==> config.mk <==
export PLATFORM = sky130hd
export DESIGN_NAME = product_accumulator
export DESIGN_NICKNAME = d
export VERILOG_FILES = /design/src/rtl/pacc_pkg.sv /design/src/rtl/pacc_sat_add.sv /design/src/rtl/product_accumulator.sv
export SDC_FILE = /design/constraint.sdc
export NUM_CORES = 1
export LEC_CHECK = 0
export ABC_AREA = 1
export BUFFER_PORTS_ARGS = -buffer_cell sky130_fd_sc_hd__buf_2
export CAP_MARGIN = 20
export CELL_PAD_IN_SITES_DETAIL_PLACEMENT = 1
export CELL_PAD_IN_SITES_GLOBAL_PLACEMENT = 2
export CORE_UTILIZATION = 32
export DETAILED_ROUTE_END_ITERATION = 16
export PLACE_DENSITY = 0.87
export SYNTH_ARGS = -nofsm -noshare
export SYNTH_HDL_FRONTEND = slang
export SYNTH_SLANG_ARGS = --single-unit
==> constraint.sdc <==
create_clock -name clk -period 2.7 [get_ports clk]
set_clock_uncertainty 0.15 [all_clocks]
set_input_delay 0.405 -clock clk [delete_from_list [all_inputs] [get_ports clk]]
set_output_delay 0.405 -clock clk [all_outputs]
set_load 0.005 [all_outputs]
==> src/rtl/pacc_pkg.sv <==
// Shared types and constants for the product accumulator.
package pacc_pkg;

    localparam int PROD_W = 8;

    typedef enum logic [1:0] {
        IDLE  = 2'd0,
        ACCUM = 2'd1,
        HOLD  = 2'd2
    } pacc_state_e;

    // Ceiling log2, never less than one bit so a counter always has a width.
    function automatic int clog2(input int value);
        int width;
        width = 0;
        while ((1 << width) < value) begin
            width = width + 1;
        end
        return (width < 1) ? 1 : width;
    endfunction

endpackage

==> src/rtl/pacc_sat_add.sv <==
// Accumulator adder with carry-out; clamps to all-ones on carry when
// PACC_SATURATE_EN is defined, otherwise wraps modulo 2^ACC_W.
module pacc_sat_add
    import pacc_pkg::*;
#(
    parameter int ACC_W = 10
) (
    input  logic [ACC_W-1:0]  i_acc,
    input  logic [PROD_W-1:0] i_addend,
    output logic [ACC_W-1:0]  o_sum,
    output logic              o_carry
);

    logic [ACC_W:0] w_wide;

    assign w_wide  = {1'b0, i_acc} + {{(ACC_W + 1 - PROD_W){1'b0}}, i_addend};
    assign o_carry = w_wide[ACC_W];

`ifdef PACC_SATURATE_EN
    assign o_sum = w_wide[ACC_W] ? {ACC_W{1'b1}} : w_wide[ACC_W-1:0];
`else
    assign o_sum = w_wide[ACC_W-1:0];
`endif

endmodule

==> src/rtl/product_accumulator.sv <==
// Sums N_TERMS 8-bit products into one ACC_W-bit result with sticky overflow.
// Optional macro PACC_SATURATE_EN selects saturating instead of wrapping sums.
module product_accumulator
    import pacc_pkg::*;
#(
    parameter int N_TERMS = 4,
    parameter int ACC_W   = 10
) (
    input  logic              clk,
    input  logic              rst_n,
    input  logic              clr,
    input  logic              in_valid,
    output logic              in_ready,
    input  logic [PROD_W-1:0] in_product,
    output logic              out_valid,
    input  logic              out_ready,
    output logic [ACC_W-1:0]  out_sum,
    output logic              out_ovf
);

    localparam int CNT_W = clog2(N_TERMS + 1);
    localparam logic [CNT_W-1:0] LAST_CNT = CNT_W'(N_TERMS);

    pacc_state_e      r_state;
    pacc_state_e      w_next_state;
    logic [ACC_W-1:0] r_acc;
    logic [CNT_W-1:0] r_cnt;
    logic             r_ovf;
    logic             r_live;
    logic [CNT_W-1:0] w_cnt_inc;
    logic [ACC_W-1:0] w_sum;
    logic             w_carry;
    logic             w_in_xfer;
    logic             w_out_xfer;

    pacc_sat_add #(
        .ACC_W(ACC_W)
    ) u_add (
        .i_acc   (r_acc),
        .i_addend(in_product),
        .o_sum   (w_sum),
        .o_carry (w_carry)
    );

    // r_live holds in_ready low until the first edge after reset release.
    assign in_ready   = r_live && (r_state != HOLD) && !clr;
    assign out_valid  = (r_state == HOLD);
    assign out_sum    = r_acc;
    assign out_ovf    = r_ovf;
    assign w_in_xfer  = in_valid && in_ready;
    assign w_out_xfer = out_valid && out_ready;
    assign w_cnt_inc  = r_cnt + CNT_W'(1);

    // State register.
    always_ff @(posedge clk or negedge rst_n) begin
        if (!rst_n) begin
            r_state <= IDLE;
        end else begin
            r_state <= w_next_state;
        end
    end

    // Next-state decode.
    always_comb begin
        w_next_state = r_state;
        case (r_state)
            IDLE, ACCUM: begin
                if (clr) begin
                    w_next_state = IDLE;
                end else if (w_in_xfer) begin
                    w_next_state = (w_cnt_inc == LAST_CNT) ? HOLD : ACCUM;
                end else begin
                    w_next_state = r_state;
                end
            end
            HOLD: begin
                if (w_out_xfer) begin
                    w_next_state = IDLE;
                end else begin
                    w_next_state = HOLD;
                end
            end
            default: w_next_state = IDLE;
        endcase
    end

    // Accumulator, term count and sticky overflow; clr cannot touch a held result.
    always_ff @(posedge clk or negedge rst_n) begin
        if (!rst_n) begin
            r_acc <= {ACC_W{1'b0}};
            r_cnt <= {CNT_W{1'b0}};
            r_ovf <= 1'b0;
        end else if (w_out_xfer || ((r_state != HOLD) && clr)) begin
            r_acc <= {ACC_W{1'b0}};
            r_cnt <= {CNT_W{1'b0}};
            r_ovf <= 1'b0;
        end else if (w_in_xfer) begin
            r_acc <= w_sum;
            r_cnt <= w_cnt_inc;
            r_ovf <= r_ovf | w_carry;
        end
    end

    // Ready qualifier released one edge after reset deassertion.
    always_ff @(posedge clk or negedge rst_n) begin
        if (!rst_n) begin
            r_live <= 1'b0;
        end else begin
            r_live <= 1'b1;
        end
    end

endmodule

==> impl_metrics.csv <==
group,metric,value,unit
yosys,synth_top_cell_by_area,"dfrtp_1",
pwr,clkPwrFrac,25.7,%
yosys,netlist_instances,149,
pwr,ir_worst_vdd,0.000192,V
global_route,antenna_found_initial,0,
final_layout,nNetsFinal,202,
clock_network,cts_tree,"built",
die,fp-row-count,21,
clock_network,cts_root_buffer,"clkbuf_4",
die,ios,26,
setup_path,path_common_cell,"nand2_1",
yosys,yosysWarnings,0,
setup_path,worst_ep_required_time,2.74,ns
setup_path,crit_start,"out_sum[0]$_DFFE_PN0P_",
sta,setup_viol,0,
sta,fmax,543,MHz
yosys,synth_flop_cell,"dfrtp_1",
setup_path,slowest_delay,0.41,ns
setup_path,path_cells,"ha_1 -> fa_1 -> nand2_1 -> o21ai_2 -> nand2_1 -> nand2_1 -> nand2_1 -> nand2_1 -> nand2_1 -> nor2_1",
pwr,p_sw,0.000183,W
clock_network,cts_buffers,3,
die,die_w,62.3,um
setup_path,timing.rr.end,"out_sum[8]$_DFFE_PN0P_",
yosys,synth_edf_count,0,
clock_network,clk_path_buf_depth,2,
sta,period_share,68.2,%
route,firstDrtPassIters,4,
global_route,track_usage,15.6,%
setup_path,reg2regPathDepth,10,
sta,hold_viol,0,
sta,slew_viol_final,0,
final_layout,fillCellCount,448,
global_route,grt_pass1_wl,4790,um
setup_path,r2r_start,"out_sum[0]$_DFFE_PN0P_",
clock_network,insertion_delay,0.30,ns
sta,tns,0,ns
global_route,grt_max_degree,18,
place,gp_congestion,0.822,
route,ant_nets,0,
die,die_y,62.3,um
final_layout,post-route-util,39.9,%
final_layout,area.growth.synth_to_final,17.0,%
clock_network,postCtsResizedCells,0,
sta,period_needed,1.84,ns
setup_path,crit_path_end_kind,"flop",
sta,grt_setup_unrepaired,"false",
route,drt-initial-drc-count,28,
hold_path,hold_path_class,"in2reg",
final_layout,diodes,0,
place,place_area,0.00133,sq mm
route,drt-wirelength-per-cell,12.1,um
clock_network,clk_pin_slew_worst_paths,0.11,ns
yosys,synth_top_area_share,36.5,%
route,vias_per_cell,4.73,
final_layout,drive_above_1_share,20.9,%
sta,final.setup.worst_slack,0.859,ns
setup_path,crit_cells,10,
setup_path,critPathBufInv,0,
route,drc,0,
pwr,intPower,0.000376,W
yosys,async_reset_ff_share,100,%
place,io_buffer_count,25,
global_route,grt_pass1_vias,1084,
die,die_area,0.00389,sq mm
place,hpwl,2130,um
setup_path,path_class,"reg2reg",
setup_path,cp_top_family,"adder cells",
yosys,synth-seq-cells,17,
yosys,synth_seq_area_share,36.5,%
yosys,yosysMostFrequentCell,"nand2_1",
yosys,yosys.cell_types.count,23,
clock_network,htree_num_levels,1,
pwr,p_per_area,410,mW/mm^2
pwr,total_power,0.000559,W
pwr,seqPwrFrac,49.8,%
final_layout,seqCellArea,425,sq um
route,dr_total_vias,1055,
yosys,syn_area,0.00116,sq mm
setup_path,crit_slowest_cell,"dfrtp_1",
die,core_area,0.00342,sq mm
run_status,status,"complete, no violations",
flow_run,drv_cap,0,
yosys,synth_nets,173,
setup_path,cp-start-kind,"flop",
final_layout,multi_input_area,634,sq um
yosys,synth_area_leaders,"dfrtp_1, nand2_1, ha_1, inv_1, nand3_1",
setup_path,cp.arrival,1.89,ns
setup_path,critPathCapture,"out_sum[8]$_DFFE_PN0P_",
pwr,p_leak,0.792,nW
setup_path,critPathMaxFanout,3,
global_route,grt_overflow_total,0,
yosys,synth_common_cells,"nand2_1, inv_1, dfrtp_1",
die,initial_utilization,34.1,%
pwr,sw_frac_of_total,32.7,%
final_layout,post-route-cell-area,0.00136,sq mm
yosys,syn_area_per_cell,7.82,sq um
place,dp_slack,0.745,ns
route,postRouteWirelength,2690,um
clock_network,clock_sinks,17,
setup_path,r2r_slack,0.86,ns
pwr,p_comb_share,24.5,%
## how the worst min path moves through the flow
stage,startpoint,end,cells past startpoint
floorplan,rst_n,out_ovf$_DFFE_PN0P_,0
global placement,rst_n,out_sum[2]$_DFFE_PN0P_,1
detailed placement,rst_n,out_sum[2]$_DFFE_PN0P_,1
CTS,clr,r_state[0]$_DFFE_PN0P_,4
global route,out_ready,r_state[1]$_DFFE_PN0P_,4
finish,out_ready,r_state[1]$_DFFE_PN0P_,4
## worst min-delay path, stage by stage
cell and delay (ns):
buf_2 0.09, nor2_1 0.04, a21oi_1 0.11, a21oi_1 0.05
## layout make-up
cell class | count | area share [%]
Tap cell | 46 | 4.22
Inverter | 22 | 6.06
Clock buffer | 3 | 1.65
Clock inverter | 1 | 0.367
Sequential cell | 17 | 31.2
Multi-Input combinational cell | 108 | 46.6
Timing Repair Buffer | 26 | 9.92
## repair_timing
item / in CTS / in global routing
endpoints found under the hold margin: 17 / 0
hold buffers: 1 / 0
setup buffers: 0 / 0
endpoints found under the setup margin: 0 / 0
## cells by family (layout without fill, tap and decap cells)
family	after synthesis	count (layout)	share of synthesized area (%)
AND/OR/NAND/NOR	68	68	26.7
AO/OA/AOI/OAI	25	25	12.7
adder cells (fa/ha/maj)	11	11	12.5
buffers and inverters	24	52	9.02
XOR/XNOR	3	3	2.26
flip-flops	17	17	36.5
other	1	1	0.322
## layer usage
| metal | vias to the layer above | wire length (um) | global-route usage [%] |
|---|---|---|---|
| met4 | 0 | 22 | 6.10 |
| li1 | 532 | - | - |
| met5 | - | 0 | 0 |
| met2 | 17 | 1270 | 26.2 |
| met1 | 504 | 1320 | 20.1 |
| met3 | 2 | 80 | 2.02 |
## sequential cells by signal, summed over array words and instances (netlist names)
signal,flops
out_sum,10
r_cnt,3
r_state,2
out_ovf,1
r_live,1
## per-stage QoR
step / hold slack, ns / cells
finish: 0.279 / 223
CTS: 0.271 / 223
global placement: 0.211 / 218
floorplan: -0.0406 / 149
detailed placement: 0.211 / 218
global route: 0.286 / 223
## layout by cell type, fill, tap and decap left out
cell           count
nor2_1            13
clkinv_2           1
clkbuf_4           3
a21oi_1            8
nand2_1           38
o21ai_0            6
a22o_1             3
nor3_1             1
o21ai_2            1
o21ai_1            4
nand2_4            3
dlygate4sd3_1      1
dfrtp_1           17
buf_2             25
nand2_2            1
a21boi_0           2
conb_1             1
xnor2_1            1
inv_1             20
xor2_1             2
fa_1               1
o21bai_1           1
nor2_8             1
inv_2              2
nand3_1           11
ha_1              10
## power groups by stage
stage	Sequential (W)	Clock (W)	Combinational, W
4_1_cts	0.000279	0.000152	0.000139
6_report	0.000278	0.000144	0.000137
3_3_place_gp	0.000283	0	0.000135
5_1_grt	0.000281	0.000158	0.000157
3_5_place_dp	0.000284	0	0.000137
2_1_floorplan	0.000283	0	0.0000908
No activity file was read; power rests on OpenSTA's default activity.
